===== config.mk =====
export PLATFORM = sky130hd
export DESIGN_NAME = arbitro_rr_param
export DESIGN_NICKNAME = d
export VERILOG_FILES = /design/src/rtl/arbitro_pkg.sv /design/src/rtl/arbitro_picker.sv /design/src/rtl/arbitro_rr_param.sv
export SDC_FILE = /design/constraint.sdc
export NUM_CORES = 1
export LEC_CHECK = 0
export BUFFER_PORTS_ARGS = -buffer_cell sky130_fd_sc_hd__buf_4
export CAP_MARGIN = 15
export CORE_MARGIN = 2
export CORE_UTILIZATION = 45
export CTS_CLUSTER_SIZE = 28
export DETAILED_ROUTE_END_ITERATION = 8
export HOLD_SLACK_MARGIN = 0.02
export PLACE_DENSITY = 0.74
export SETUP_SLACK_MARGIN = 0.3
export SLEW_MARGIN = 5
export SYNTH_ARGS = -nofsm -noshare
export SYNTH_HDL_FRONTEND = slang
export SYNTH_SLANG_ARGS = --single-unit

===== constraint.sdc =====
create_clock -name clk -period 3.01 [get_ports clk]
set_input_delay 0.301 -clock clk [delete_from_list [all_inputs] [get_ports clk]]
set_output_delay 0.301 -clock clk [all_outputs]
set_load 0.05 [all_outputs]

===== src/rtl/arbitro_pkg.sv =====
// Purpose: shared FSM encodings and width helper for the round-robin/fixed-priority arbiter.
// Latency: n/a (types and constant functions only).
// Backpressure: n/a.
package arbitro_pkg;

    // One-hot controller-visible FSM states
    typedef enum logic [3:0] {
        ST_RESET  = 4'b0001,
        ST_INIT   = 4'b0010,
        ST_IDLE   = 4'b0100,
        ST_ACTIVE = 4'b1000
    } state_t;

    // Ceiling log2 for deriving index widths from channel counts
    function automatic int clog2(input int n);
        int r;
        r = 0;
        for (int v = n - 1; v > 0; v = v >> 1) begin
            r = r + 1;
        end
        return r;
    endfunction

endpackage


===== src/rtl/arbitro_picker.sv =====
// Purpose: combinational one-of-N picker, fixed priority (lowest index) or round-robin from ptr+1.
// Latency: 0 cycles (pure combinational).
// Backpressure: none here; ineligible channels are masked before they reach the picker.
module arbitro_picker #(
    parameter int N_CH  = 4,
    parameter int IDX_W = 2
) (
    input  logic [N_CH-1:0]  i_elig,
    input  logic [IDX_W-1:0] i_ptr,
    input  logic             i_rr_mode,
    output logic [N_CH-1:0]  o_grant,
    output logic [IDX_W-1:0] o_winner,
    output logic             o_any_grant
);

    logic [IDX_W-1:0] w_cand;
    logic [IDX_W-1:0] w_idx;
    logic             w_found;

    // Scan candidates in search order; the first eligible one wins.
    // N_CH is a power of two, so truncating to IDX_W gives the wrap-around.
    always_comb begin
        w_cand  = '0;
        w_idx   = '0;
        w_found = 1'b0;
        for (int k = 0; k < N_CH; k++) begin
            if (i_rr_mode) begin
                w_cand = i_ptr + IDX_W'(k + 1);
            end else begin
                w_cand = IDX_W'(k);
            end
            if (!w_found && i_elig[w_cand]) begin
                w_found = 1'b1;
                w_idx   = w_cand;
            end
        end
    end

    // Expand the winning index to a one-hot grant vector
    always_comb begin
        o_grant = '0;
        if (w_found) begin
            o_grant[w_idx] = 1'b1;
        end
    end

    assign o_winner    = w_idx;
    assign o_any_grant = w_found;

endmodule


===== src/rtl/arbitro_rr_param.sv =====
// Purpose: arbitrate N_CH input FIFOs onto N_CH output FIFOs, routing each word by its top DEST_W bits.
// Latency: combinational pop, push and data registered 1 cycle later; 1 word/cycle sustained.
// Backpressure: an input is skipped while its destination reports almost-full (needs >=2 slots of slack).
module arbitro_rr_param
    import arbitro_pkg::*;
#(
    parameter int  N_CH   = 4,
    parameter int  DATA_W = 10,
    localparam int DEST_W = clog2(N_CH)
) (
    input  logic                     clk,
    input  logic                     reset,
    input  logic                     rr_mode,
    input  logic [N_CH-1:0]          in_empty,
    input  logic [N_CH*DATA_W-1:0]   in_data,
    input  logic [N_CH-1:0]          out_almost_full,
    output logic [N_CH-1:0]          in_pop,
    output logic [N_CH-1:0]          out_push,
    output logic [DATA_W-1:0]        out_data,
    output logic [DEST_W-1:0]        grant_id,
    output logic [3:0]               state,
    output logic                     idle
);

    state_t              r_state;
    state_t              w_state_nxt;
    logic [DEST_W-1:0]   r_ptr;
    logic [N_CH-1:0]     r_out_push;
    logic [DATA_W-1:0]   r_out_data;
    logic [DEST_W-1:0]   r_grant_id;
    logic                r_idle;

    logic [DATA_W-1:0]   w_word [N_CH];
    logic [DEST_W-1:0]   w_dest [N_CH];
    logic [N_CH-1:0]     w_elig;
    logic                w_arb_en;
    logic [N_CH-1:0]     w_grant;
    logic [DEST_W-1:0]   w_winner;
    logic                w_any_grant;
    logic [DATA_W-1:0]   w_sel_data;
    logic [DEST_W-1:0]   w_sel_dest;
    logic [N_CH-1:0]     w_push_oh;

    // Arbitration only runs in the operational states and never while reset is held,
    // so no input is popped during start-up or in the reset cycle itself.
    assign w_arb_en = ~reset & ((r_state == ST_IDLE) | (r_state == ST_ACTIVE));

    // Per-channel head-word split, destination decode and eligibility
    for (genvar gi = 0; gi < N_CH; gi++) begin : g_ch
        assign w_word[gi] = in_data[gi*DATA_W +: DATA_W];
        assign w_dest[gi] = w_word[gi][DATA_W-1 -: DEST_W];
        assign w_elig[gi] = w_arb_en & ~in_empty[gi] & ~out_almost_full[w_dest[gi]];
    end

    arbitro_picker #(
        .N_CH  (N_CH),
        .IDX_W (DEST_W)
    ) u_picker (
        .i_elig      (w_elig),
        .i_ptr       (r_ptr),
        .i_rr_mode   (rr_mode),
        .o_grant     (w_grant),
        .o_winner    (w_winner),
        .o_any_grant (w_any_grant)
    );

    // Pop is the raw grant: the FIFOs are first-word-fall-through, so the word is consumed this cycle
    assign in_pop     = w_grant;
    assign w_sel_data = w_word[w_winner];
    assign w_sel_dest = w_dest[w_winner];

    // Steer the push to the output named by the winning word's destination field
    always_comb begin
        w_push_oh = '0;
        if (w_any_grant) begin
            w_push_oh[w_sel_dest] = 1'b1;
        end
    end

    // Next-state decode; also feeds the registered idle flag
    always_comb begin
        w_state_nxt = ST_RESET;
        case (r_state)
            ST_RESET:  w_state_nxt = ST_INIT;
            ST_INIT:   w_state_nxt = ST_IDLE;
            ST_IDLE,
            ST_ACTIVE: w_state_nxt = w_any_grant ? ST_ACTIVE : ST_IDLE;
            default:   w_state_nxt = ST_RESET;
        endcase
    end

    // FSM, round-robin pointer and registered output stage.
    // The pointer tracks every winner in both modes so a mode switch needs no resync.
    always_ff @(posedge clk) begin
        if (reset) begin
            r_state    <= ST_RESET;
            r_ptr      <= DEST_W'(N_CH - 1);
            r_out_push <= '0;
            r_out_data <= '0;
            r_grant_id <= '0;
            r_idle     <= 1'b0;
        end else begin
            r_state    <= w_state_nxt;
            r_out_push <= w_push_oh;
            r_idle     <= (w_state_nxt == ST_IDLE) & (&in_empty);
            if (w_any_grant) begin
                r_ptr      <= w_winner;
                r_out_data <= w_sel_data;
                r_grant_id <= w_winner;
            end
        end
    end

    assign out_push = r_out_push;
    assign out_data = r_out_data;
    assign grant_id = r_grant_id;
    assign state    = r_state;
    assign idle     = r_idle;

endmodule


=== Word level (Yosys, flattened, before mapping) ===
Index checks and enable logic that the tools add are counted.

* Input port bits: 51
* Flip-flop bits (word level): 23
* Word-level logic and storage cells: 101

* Reductions and logical operators: 11
* Multiplexer cells: 41
* Magnitude comparators: 13
* Eq/ne operators: 5
* $add $sub $neg: 3
* Bitwise logic cells: 22

{| class="wikitable"
|+ Operators by type and width
! kind !! count
|-
| $lt A2 B3 Y1 const B || 10
|-
| $bmux W10 S2 || 1
|-
| $mux W10 || 2
|-
| $mux W2 || 10
|-
| $bmux W1 S2 || 8
|-
| $mux W1 || 14
|-
| $pmux W4 S3 || 1
|-
| $and A1 B1 Y1 || 10
|-
| $not A1 Y1 || 10
|-
| $eq A4 B3 Y1 const B || 2
|-
| $mux W4 || 2
|-
| $logic_and A1 B1 Y1 || 5
|-
| $add A2 B2 Y2 const B || 2
|-
| $bmux W2 S2 || 1
|-
| $demux W1 S2 || 2
|-
| $eq A4 B1 Y1 const B || 1
|-
| $eq A4 B2 Y1 const B || 1
|-
| $eq A4 B4 Y1 const B || 1
|-
| $ge A2 B1 Y1 const B || 2
|-
| $reduce_and A4 Y1 || 1
|-
| $reduce_or A2 Y1 || 2
|-
| $ge A3 B3 Y1 const B || 1
|-
| $logic_not A1 Y1 || 3
|-
| $not A2 Y3 || 1
|-
| 2 further kinds || 2
|}

=== Logic depth before layout (Yosys ltp) ===
* Depth in word-level cells: 25
* Gate-level depth with buffers: 9

=== Modules after synthesis ===
A second synthesis with hierarchy kept.

* Cells, all modules: 141
* Area, all modules: 1478.9 um^2

{| class="wikitable"
|+ By module, submodules not included
! module !! area an instance (um^2) !! cells an instance !! sequential area each (um^2) !! instances
|-
| arbitro_rr_param || 1163.6 || 99 || 460.4 || 1
|-
| arbitro_picker || 315.3 || 42 || 0.0 || 1
|}

=== Least setup slack after synthesis ===
OpenSTA, ideal clock, no wires.

* Path kind: register -> output
* From: reg r_state[3], in the netlist state[3]
* To: out in_pop[1]
* Data required time: 2.709 ns
* Slack: -0.017 ns
* Arrival time: 2.726 ns
* Cell stages (with the launch flop): 9
* Cells stage by stage: dfxtp_1 xor2_1 nand3b_1 a41oi_1 inv_1 nor4_4 nor2_2 buf_6 nor2_1

* Cells in the longest elaborated chain, start to end: 22

{| class="wikitable"
|+ Ends and longest elaborated chain
! item !! line !! source
|-
| start, declared || arbitro_rr_param.sv:25 || <nowiki>state_t r_state;</nowiki>
|-
| start signal, assigned || arbitro_rr_param.sv:103 || <nowiki>r_state <= w_state_nxt;</nowiki>
|-
| $eq A4 B3 Y1 / $eq A4 B4 Y1 (equally long branches) || arbitro_rr_param.sv:46 || <nowiki>assign w_arb_en = ~reset & ((r_state == ST_IDLE) | (r_state == ST_ACTIVE));</nowiki>
|-
| $or A1 B1 Y1 (*) || arbitro_rr_param.sv:46 ||
|-
| $and A1 B1 Y1 (*) || arbitro_rr_param.sv:46 ||
|-
| $and A1 B1 Y1 (2 in a row) || arbitro_rr_param.sv:52 || <nowiki>assign w_elig[gi] = w_arb_en & ~in_empty[gi] & ~out_almost_full[w_dest[gi]];</nowiki>
|-
| $bmux W1 S2 || arbitro_picker.sv:32 || <nowiki>if (!w_found && i_elig[w_cand]) begin</nowiki>
|-
| $mux W1 (not written as such) || arbitro_picker.sv:32 ||
|-
| $mux W1 || arbitro_picker.sv:32 ||
|-
| $logic_not A1 Y1 || arbitro_picker.sv:32 ||
|-
| (+5 left out) || n/a ||
|-
| $logic_not A1 Y1 || arbitro_picker.sv:32 ||
|-
| $logic_and A1 B1 Y1 || arbitro_picker.sv:32 ||
|-
| $mux W2 || arbitro_picker.sv:32 ||
|-
| $lt A2 B3 Y1 (not written as such) / $ge A2 B1 Y1 (equally long branches) || arbitro_picker.sv:43 || <nowiki>o_grant[w_idx] = 1'b1;</nowiki>
|-
| $logic_and A1 B1 Y1 (not written as such) || arbitro_picker.sv:43 ||
|-
| $mux W1 (not written as such) || arbitro_picker.sv:43 ||
|-
| $demux W1 S2 || n/a ||
|-
| $mux W4 (*) || arbitro_picker.sv:42 || <nowiki>if (w_found) begin</nowiki>
|-
| end, declared || arbitro_rr_param.sv:17 || <nowiki>output logic [N_CH-1:0] in_pop,</nowiki>
|}

Mark *: on every way between the ends. The rest lies on a longest branch, timed or not. The select of a mux whose other input is x is not followed.

=== Final worst setup path ===
* From: reg r_ptr[0]
* To: out in_pop[1]

* Cells in the longest elaborated chain, start to end: 19

{| class="wikitable"
|+ Ends and longest elaborated chain
! item !! line !! source
|-
| start, declared || arbitro_rr_param.sv:27 || <nowiki>logic [DEST_W-1:0] r_ptr;</nowiki>
|-
| start signal, assigned || arbitro_rr_param.sv:97 || <nowiki>r_ptr <= DEST_W'(N_CH - 1);</nowiki>
|-
| start signal, assigned || arbitro_rr_param.sv:107 || <nowiki>r_ptr <= w_winner;</nowiki>
|-
| $add A2 B1 Y2 || arbitro_picker.sv:28 || <nowiki>w_cand = i_ptr + IDX_W'(k + 1);</nowiki>
|-
| $mux W2 || arbitro_picker.sv:27 || <nowiki>if (i_rr_mode) begin</nowiki>
|-
| $bmux W1 S2 || arbitro_picker.sv:32 ||
|-
| $mux W1 (not written as such) || arbitro_picker.sv:32 ||
|-
| $mux W1 || arbitro_picker.sv:32 ||
|-
| $logic_not A1 Y1 || arbitro_picker.sv:32 ||
|-
| $logic_and A1 B1 Y1 || arbitro_picker.sv:32 ||
|-
| $mux W1 || arbitro_picker.sv:32 ||
|-
| (+3 left out) || n/a ||
|-
| $logic_not A1 Y1 || arbitro_picker.sv:32 ||
|-
| $logic_and A1 B1 Y1 || arbitro_picker.sv:32 ||
|-
| $mux W2 || arbitro_picker.sv:32 ||
|-
| $lt A2 B3 Y1 (not written as such) / $ge A2 B1 Y1 (equally long branches) || arbitro_picker.sv:43 ||
|-
| $logic_and A1 B1 Y1 (not written as such) || arbitro_picker.sv:43 ||
|-
| $mux W1 (not written as such) || arbitro_picker.sv:43 ||
|-
| $demux W1 S2 || n/a ||
|-
| $mux W4 (*) || arbitro_picker.sv:42 ||
|}

Marks and branches as above.

==> impl_metrics.env <==
export IMPL_synth_warnings=0
export IMPL_p_leak_uw=0.00109
export IMPL_cp_common_cell="nor2_2"
export IMPL_n_fill_cell=304
export IMPL_final_seq_area_um2=465
export IMPL_path_clk_slew_ps=130
export IMPL_route_detailed_drc=0
export IMPL_synth_seq_cells=23
export IMPL_htree_levels=1
export IMPL_hold_start="reset"
export IMPL_finalSetupTns_ps=0
export IMPL_synth_nets=227
export IMPL_dp_hpwl_mm=3.60
export IMPL_synth_area_per_cell_um2=8.99
export IMPL_yosys_top_cells_area="dfxtp_1 (29%), mux2i_1 (16%), o21bai_1 (3.8%)"
export IMPL_cp_num_buf_inv=1
export IMPL_synth_edff_count=0
export IMPL_multi_input_area_mm2=0.00112
export IMPL_row_count=21
export IMPL_netlist_instances=176
export IMPL_yosysTopAreaCellShare_pct=29.1
export IMPL_grt_pass1_wl_mm=7.59
export IMPL_initial_core_util_pct=47.1
export IMPL_antenna_found_initial=0
export IMPL_skew_ps=11.7
export IMPL_critPathSlowestCell="o311a_4"
export IMPL_drive_above_1_share_pct=42.8
export IMPL_final_design_area_no_fill_mm2=0.00230
export IMPL_cp_arrival_ps=2330
export IMPL_rr_startpoint="r_ptr[0]"
export IMPL_cts_tree="yes"
export IMPL_reg2reg_slack_ps=590
export IMPL_synth_yosys_seq_area_share_pct=29.1
export IMPL_grt_pass1_vias=1667
export IMPL_clock_sinks=23
export IMPL_firstDrtPassIters=4
export IMPL_finalSetupViolations=0
export IMPL_cp_startpoint="r_ptr[0]"
export IMPL_dpl_cell_area_mm2=0.00221
export IMPL_syn_to_final_growth_pct=45.5
export IMPL_yosys_most_used_dff="dfxtp_1"
export IMPL_max_slew_worst_pin_slew_ps=478
export IMPL_layout_commonest_cell="buf_4"
export IMPL_final_cell_mix="buf_4 (80), mux2i_1 (25), dfxtp_1 (21)"
export IMPL_worst_hold_path_type="primary input to flop"
export IMPL_cp_top_family="simple AND/OR/NAND/NOR gates"
export IMPL_core_mm2=0.00336
export IMPL_powerDensity_mw_per_mm2=295
export IMPL_crit_type="flop to primary output"
export IMPL_crit_path_cell_trace="or2b_4 -> nor2_1 -> a32o_1 -> o311a_4 -> nor4_4 -> nor2_2 -> nor2_2 -> buf_6"
export IMPL_ir_drop_mv=0.181
export IMPL_status="finished clean"
export IMPL_cts_hold_buf=0
export IMPL_crit_fanout=6
export IMPL_finalPower_uw=679
export IMPL_die_y_um=63.3
export IMPL_grtUsageTotal_pct=23.3
export IMPL_clk_latency_ps=310
export IMPL_fin_crit_ps=2630
export IMPL_yosys_area_top_type="dfxtp_1"
export IMPL_routed_wl_mm=4.51
export IMPL_required_ps=2710
export IMPL_viasPerCell=5.65
export IMPL_final_nets=309
export IMPL_final_core_util_pct=68.5
export IMPL_slew_headroom_pct=68.0
export IMPL_grt_max_degree=15
export IMPL_portBuffers=75
export IMPL_numCtsBuffers=3
export IMPL_syn_area_mm2=0.00158
export IMPL_first_iter_violations=108
export IMPL_place_gp_congestion=0.900
export IMPL_clock_root_buffer="clkbuf_4"
export IMPL_hold_viol=0
export IMPL_clk_path_buf_depth=2
export IMPL_fmax_ghz=0.380
export IMPL_vias=1713
export IMPL_wire_per_inst_um=14.9
export IMPL_cp_start_kind="flop"
export IMPL_die_w_um=63.3
export IMPL_period_share_pct=87.5
export IMPL_synth_cell_type_count=47
export IMPL_grt_ovfl_total=0
export IMPL_slew_violations=0
export IMPL_diodes=0
export IMPL_critPathMaxStageDelay_ps=430
export IMPL_dieArea_mm2=0.00401
export IMPL_endpoint_kind="primary output"
export IMPL_async_flop_share_pct=0
export IMPL_maxCapViolCount=0
export IMPL_drtAntennaViolNets=0
export IMPL_io_pins=76
export IMPL_rsz0062_at_grt="true"
[flip-flops by register name (all words and copies together), names as in the netlist]
signal and flops:
grant_id 2, idle 1, r_ptr 2, out_data 10, state 4, out_push 4
[per-layer routing]
| metal | share of wire, % | track usage, % | vias up |
|---|---|---|---|
| li1 | - | - | 844 |
| met1 | 41 | 28.2 | 782 |
| met2 | 49 | 42.0 | 83 |
| met3 | 9.3 | 5.89 | 4 |
| met4 | 0.71 | 4.35 | 0 |
| met5 | 0 | 0 | - |
[cells by family (layout without fill, tap and decap cells)]
logic type	Yosys count	in the layout	share of synthesized area, %
simple gates	61	61	20.6
compound gates	58	58	30.8
mux	25	25	15.8
flops	23	23	29.1
buf+inv	7	88	2.69
xor+xnor	2	2	1.11
[cell usage after synthesis (2+ instances only)]
library cell   n
mux2i_1       25
dfxtp_1       23
nor2_1        15
nand2_1       12
a21oi_1        8
nor2b_1        8
o21bai_1       8
a221oi_1       6
nand3_1        6
o21ai_0        6
and3_1         5
and2_1         4
a22oi_1        3
a22oi_2        3
clkbuf_1       3
o31a_1         3
a221oi_2       2
buf_6          2
nand4_1        2
nor3_1         2
o211ai_1       2
o21ai_1        2
xor2_1         2
[power breakdown]
part	switching, uW	leakage [uW]	total (uW)	internal [uW]
logic	114	0.000890	212	98.9
registers	11.5	0.000185	327	315
clock network	88.4	0.0000150	140	51.7
total	213	0.00109	679	466
[final timing paths]
kind,endpoint,cells after the start
setup reg to reg,out_push[1],9
setup / recovery,in_pop[1],8
hold / removal,grant_id[0],2
hold reg to reg,grant_id[1],2
[per-stage QoR]
step	worst slack [ps]	std cells	hold WS, ps
after floorplan	204	176	429
after global placement	351	296	439
after detailed placement	287	296	439
after CTS	328	301	249
after global routing	207	303	264
final	376	303	253
[repair_timing]
item | 4_1_cts | 5_1_grt
setup endpoints to repair | 4 | 4
cloned | 0 | 0
setup buffers | 1 | 2
pin swaps | 0 | 1
gates resized for setup | 7 | 6
endpoints found under the hold margin | 0 | 0
[final cells by class]
type	instances	share of cell area, %
multi-input combinational	146	48.7
sequential	23	20.2
inverter	1	0.163
tap	46	2.50
clock buffer	4	1.14
timing repair buffer	83	27.3
Note: power is estimated with default switching activity, not from simulation.
